<file path="config.mk">
export PLATFORM = sky130hd
export DESIGN_NAME = recov_sched
export DESIGN_NICKNAME = d
export VERILOG_FILES = /design/src/rtl/recov_sched.sv
export SDC_FILE = /design/constraint.sdc
export NUM_CORES = 1
export LEC_CHECK = 0
export BUFFER_PORTS_ARGS = -buffer_cell sky130_fd_sc_hd__buf_2
export CAP_MARGIN = 40
export CELL_PAD_IN_SITES_DETAIL_PLACEMENT = 1
export CELL_PAD_IN_SITES_GLOBAL_PLACEMENT = 1
export CORE_ASPECT_RATIO = 1.75
export CORE_UTILIZATION = 40
export DETAILED_ROUTE_END_ITERATION = 8
export PLACE_DENSITY_LB_ADDON = 0.1
export RECOVER_POWER = 50
export SYNTH_ARGS = -nofsm -noshare
export SYNTH_HDL_FRONTEND = slang
export SYNTH_SLANG_ARGS = --single-unit
</file>
<file path="constraint.sdc">
create_clock -name clk -period 6 [get_ports clk]
set_input_delay 0.9 -clock clk [delete_from_list [all_inputs] [get_ports clk]]
set_output_delay 0.9 -clock clk [all_outputs]
set_load 0.01 [all_outputs]
</file>
<file path="src/rtl/recov_sched.sv">
// Check-node message recovery sequencer: captures a row's compressed min-sum
// state and streams DEG recovered two's-complement messages in column order.

module recov_lane #(
  parameter int W   = 10,
  parameter int IW  = 3,
  parameter int COL = 0
) (
  input  logic [W-2:0]  min1,
  input  logic [W-2:0]  min2,
  input  logic [IW-1:0] min1_idx,
  input  logic          sgn,
  output logic [W-1:0]  msg
);
  localparam logic [IW-1:0] CIDX = IW'(COL);

  logic [W-1:0] x;

  // min1_idx >= DEG can never equal CIDX, so such rows fall back to min1 everywhere
  assign x   = {1'b0, (min1_idx == CIDX) ? min2 : min1};
  assign msg = sgn ? (~x + {{(W-1){1'b0}}, 1'b1}) : x;
endmodule

module recov_sched #(
  parameter int W   = 10,
  parameter int DEG = 8,
  parameter int IW  = 3
) (
  input  logic           clk,
  input  logic           rst,
  input  logic           start,
  input  logic [W-2:0]   min1,
  input  logic [W-2:0]   min2,
  input  logic [IW-1:0]  min1_idx,
  input  logic           sgn_prod,
  input  logic [DEG-1:0] edge_sgn,
  output logic           busy,
  output logic           out_valid,
  input  logic           out_ready,
  output logic [W-1:0]   out_msg,
  output logic [IW-1:0]  out_col,
  output logic           done
);
  typedef enum logic [1:0] {S_IDLE, S_RUN, S_DONE} state_t;

  state_t state, state_nxt;

  logic [W-2:0]   c_min1, c_min2;
  logic [IW-1:0]  c_idx;
  logic           c_sp;
  logic [DEG-1:0] c_es;
  logic [IW-1:0]  col;
  logic [W-1:0]   msg_r;
  logic [IW-1:0]  col_r;

  logic [W-2:0]   s_min1, s_min2;
  logic [IW-1:0]  s_idx;
  logic           s_sp;
  logic [DEG-1:0] s_es;

  logic [DEG-1:0][W-1:0] msgs;
  logic [IW-1:0]         sel;
  logic [W-1:0]          nxt_msg;
  logic                  hs, last;

  // In IDLE the lanes see the live inputs so column 0 is ready on the capture edge
  assign s_min1 = (state == S_IDLE) ? min1     : c_min1;
  assign s_min2 = (state == S_IDLE) ? min2     : c_min2;
  assign s_idx  = (state == S_IDLE) ? min1_idx : c_idx;
  assign s_sp   = (state == S_IDLE) ? sgn_prod : c_sp;
  assign s_es   = (state == S_IDLE) ? edge_sgn : c_es;

  genvar g;
  generate
    for (g = 0; g < DEG; g++) begin : g_lane
      recov_lane #(.W(W), .IW(IW), .COL(g)) u_lane (
        .min1     (s_min1),
        .min2     (s_min2),
        .min1_idx (s_idx),
        .sgn      (s_sp ^ s_es[g]),
        .msg      (msgs[g])
      );
    end
  endgenerate

  assign sel  = (state == S_IDLE) ? '0 : col + IW'(1);
  assign hs   = (state == S_RUN) && out_ready;
  assign last = (col == IW'(DEG-1));

  always_comb begin
    nxt_msg = '0;
    for (int c = 0; c < DEG; c++)
      if (sel == IW'(c)) nxt_msg = msgs[c];
  end

  always_comb begin
    state_nxt = state;
    case (state)
      S_IDLE:  if (start) state_nxt = S_RUN;
      S_RUN:   if (hs && last) state_nxt = S_DONE;
      S_DONE:  state_nxt = S_IDLE;
      default: state_nxt = S_IDLE;
    endcase
  end

  always_ff @(posedge clk) begin
    if (rst) state <= S_IDLE;
    else     state <= state_nxt;
  end

  always_ff @(posedge clk) begin
    if (rst) begin
      c_min1 <= '0;
      c_min2 <= '0;
      c_idx  <= '0;
      c_sp   <= 1'b0;
      c_es   <= '0;
      col    <= '0;
      msg_r  <= '0;
      col_r  <= '0;
    end else if (state == S_IDLE && start) begin
      c_min1 <= min1;
      c_min2 <= min2;
      c_idx  <= min1_idx;
      c_sp   <= sgn_prod;
      c_es   <= edge_sgn;
      col    <= '0;
      msg_r  <= nxt_msg;
      col_r  <= '0;
    end else if (hs) begin
      if (last) begin
        col   <= '0;
        msg_r <= '0;
        col_r <= '0;
      end else begin
        col   <= col + IW'(1);
        msg_r <= nxt_msg;
        col_r <= col + IW'(1);
      end
    end
  end

  assign busy      = (state == S_RUN);
  assign out_valid = (state == S_RUN);
  assign done      = (state == S_DONE);
  assign out_msg   = msg_r;
  assign out_col   = col_r;
endmodule

</file>
==> impl_metrics.py <==
metrics = {
    "critical_path": {
        "reg2reg_depth": 12,
        "critPathMaxStageDelay_ns": 0.82,
        "worstPathRequired_ns": 6.16,
        "endpoint_kind": "flip-flop",
        "path_buf_inv": 3,
        "crit_chain": "clkbuf_1 -> nor2_4 -> clkbuf_1 -> mux2i_1 -> buf_4 -> and3_1 -> o21ai_0 -> and3_1 -> a21oi_1 -> o22ai_1 -> nor4_1 -> o21ai_1",
        "cp_slowest_cell": "nor4_1",
        "crit_arrival_ns": 5.07,
        "r2r_setup_slack_ns": 1.09,
        "r2r-end": "out_msg[5]",
        "critPathMaxFanout": 22,
        "path_class": "flip-flop to flip-flop",
        "r2r_start": "state[0]",
        "start_kind": "flip-flop",
        "cp_top_family": "simple AND/OR/NAND/NOR gates",
    },
    "clock_network": {
        "clock_latency_ns": 0.31,
        "clkSlewWorstSetupHoldPaths_ns": 0.08,
        "cts_tree": "done",
        "holdBufCountCts": 0,
        "cts_setup_buffers": 0,
        "cts_root_buffer": "clkbuf_16",
        "post_cts_resized": 0,
        "htree_levels": 2,
        "clockBufferDepth": 2,
        "clock-sinks": 45,
        "cts_buffers": 5,
    },
    "timing": {
        "finClkSkew_ns": 0.00707,
        "grt_setup_unrepaired": "false",
        "min_period_ns": 4.91,
        "fin_setup_tns_ns": 0,
        "layout_setup_ws_ns": 1.09,
        "max_slew_margin": 0.0563,
        "hold_viol": 0,
        "setup_viol": 0,
        "clock.fmax_ghz": 0.204,
        "tightest_slew_ns": 1.42,
        "maxSlewViolCount": 0,
        "timing.final.crit_share": 0.818,
    },
    "detailed_routing": {
        "routedWlPerCell_um": 26.3,
        "dr_total_vias": 7018,
        "drt_iter0_drc": 472,
        "drc": 0,
        "antenna_left": 0,
        "firstDrtPassIters": 5,
        "drt-total-wl_um": 28100,
        "via_per_inst": 6.58,
    },
    "power": {
        "leakage_nw": 2.54,
        "ir_drop_v": 0.000147,
        "power_density_nw_per_um2": 216,
    },
    "logic_synthesis": {
        "ys.flop_type": "dfxtp_1",
        "seq_area_frac_synth": 0.153,
        "syn-cell-area_um2": 5900,
        "synth_seq_cells": 45,
        "yosysWarnings": 0,
        "async_flop_share": 0,
        "synth_nets": 899,
        "synth_cells": 856,
        "synth-edff-count": 0,
        "synthDistinctLibCells": 76,
        "avgSynthCellArea_um2": 6.89,
    },
    "floorplanning": {
        "io_pins": 50,
        "start_util": 0.410,
        "die_height_um": 163,
        "die_w_um": 93.8,
        "die_area_um2": 15200,
        "core_area_um2": 14400,
        "rows": 58,
    },
    "global_routing": {
        "grt_use_total": 0.378,
        "grt_first_pass_wirelength_um": 42400,
        "grt_max_degree": 43,
        "grt_pass1_vias": 7212,
        "antenna_found_initial": 0,
        "grt_remaining_overflow": 0,
    },
    "cells_and_area": {
        "nNetsFinal": 929,
        "final_common_cell": "nand2_1",
        "ff_latch_area_um2": 901,
        "final_cell_mix": "151 x nand2_1, 100 x a21oi_1, 67 x o21ai_0",
        "fillers": 1917,
        "multi_input_area_um2": 4650,
        "antennaDiodeCount": 0,
        "drive_gt1_frac": 0.133,
        "syn2layout_area_growth_pct": 9.61,
    },
    "placement": {
        "routabilityCongestion": 1.03,
        "io_buffers": 49,
        "dp_slack_ns": 1.69,
        "dp_hpwl_um": 21200,
    },
    "min_path": {
        "hold_start": "c_min2[8]",
        "min_path_type": "flip-flop to flip-flop",
        "hold_depth": 2,
        "hold_end": "c_min2[8]",
    },
    "flow_run": {
        "max_cap_violations": 0,
    },
    "run_status": {
        "outcome": "finished clean",
    },
}
## power breakdown
part	switching (mW)	internal, mW	total, mW	leakage, nW
registers	0.0203	0.321	0.341	0.369
clock network	0.151	0.161	0.312	0.0767
logic	0.492	0.254	0.745	2.09
## metal layers
metal / global-route usage / vias to the layer above / wire length, um
met1: 0.415 / 3422 / 10500
met5: 0 / - / 0
met3: 0.0495 / 123 / 1330
met2: 0.644 / 311 / 13800
met4: 0.294 / 0 / 2420
li1: - / 3162 / -
## cell usage after synthesis (9+ instances only)
cell	instances	area [um2]
o21ai_0	67	335
a31oi_1	10	62.6
nand2_1	151	567
dfxtp_1	45	901
xnor2_1	30	263
a21oi_1	100	500
clkbuf_1	34	128
nor2_1	59	221
mux2i_1	54	541
xor2_1	31	272
nand2b_1	13	81.3
nand3_1	20	100
mux2_2	13	146
o22ai_1	9	56.3
ha_1	9	113
nor3_1	14	70.1
buf_2	19	95.1
o211ai_1	16	120
## layout make-up
type / count / share of cell area
clock inverter: 3 / 0.00445
inverter: 9 / 0.00523
timing repair buffer: 87 / 0.0767
clock buffer: 5 / 0.0194
tap: 180 / 0.0348
sequential: 45 / 0.139
multi-input combinational: 738 / 0.720
## flip-flops by register name, summed over array words and instances, names as in the netlist
signal and count:
c_min1 9, c_sp 1, c_min2 9, state 2
c_es 8, out_msg 10, c_idx 3, out_col 3
## worst max path at each step
| stage | from | to | slack (ns) | depth (start not counted) |
|---|---|---|---|---|
| after detailed placement | min1_idx[2] | out_msg[2] | 1.69 | 9 |
| after floorplan | min1_idx[1] | out_msg[4] | 2.68 | 12 |
| after CTS | state[1] | out_msg[5] | 1.97 | 12 |
| final | state[0] | out_msg[5] | 1.09 | 12 |
| after global routing | state[0] | out_msg[8] | 0.85 | 13 |
| after global placement | min1_idx[2] | out_msg[2] | 1.62 | 12 |
## worst register-to-register path: stages (launching register included)
cell and delay [ns]:
dfxtp_1 0.30, clkbuf_1 0.39, nor2_4 0.69, clkbuf_1 0.65, mux2i_1 0.27, buf_4 0.28
and3_1 0.51, o21ai_0 0.15, and3_1 0.18, a21oi_1 0.29, o22ai_1 0.13, nor4_1 0.82
o21ai_1 0.11
## through the flow
stage / utilization / area, um2 / hold slack [ns] / instances / power [mW]
floorplan: - / 5900 / 0.436 / 856 / 0.820
global placement: 0.437 / 6280 / 0.437 / 1050 / 1.04
detailed placement: 0.441 / 6330 / 0.448 / 1057 / 1.06
CTS: 0.451 / 6490 / 0.459 / 1065 / 1.38
global route: 0.450 / 6460 / 0.469 / 1067 / 1.46
finish: 0.450 / 6460 / 0.457 / 1067 / 1.40
## cell families after synthesis
group / count (synthesis) / share of synthesized area
flip-flops: 45 / 0.153
XOR/XNOR: 61 / 0.0906
AND/OR/NAND/NOR: 321 / 0.260
AO/OA/AOI/OAI: 279 / 0.297
adder cells (fa/ha/maj): 9 / 0.0191
buffers and inverters: 73 / 0.0598
multiplexers: 68 / 0.120
Power figures use the tool's default switching activity.
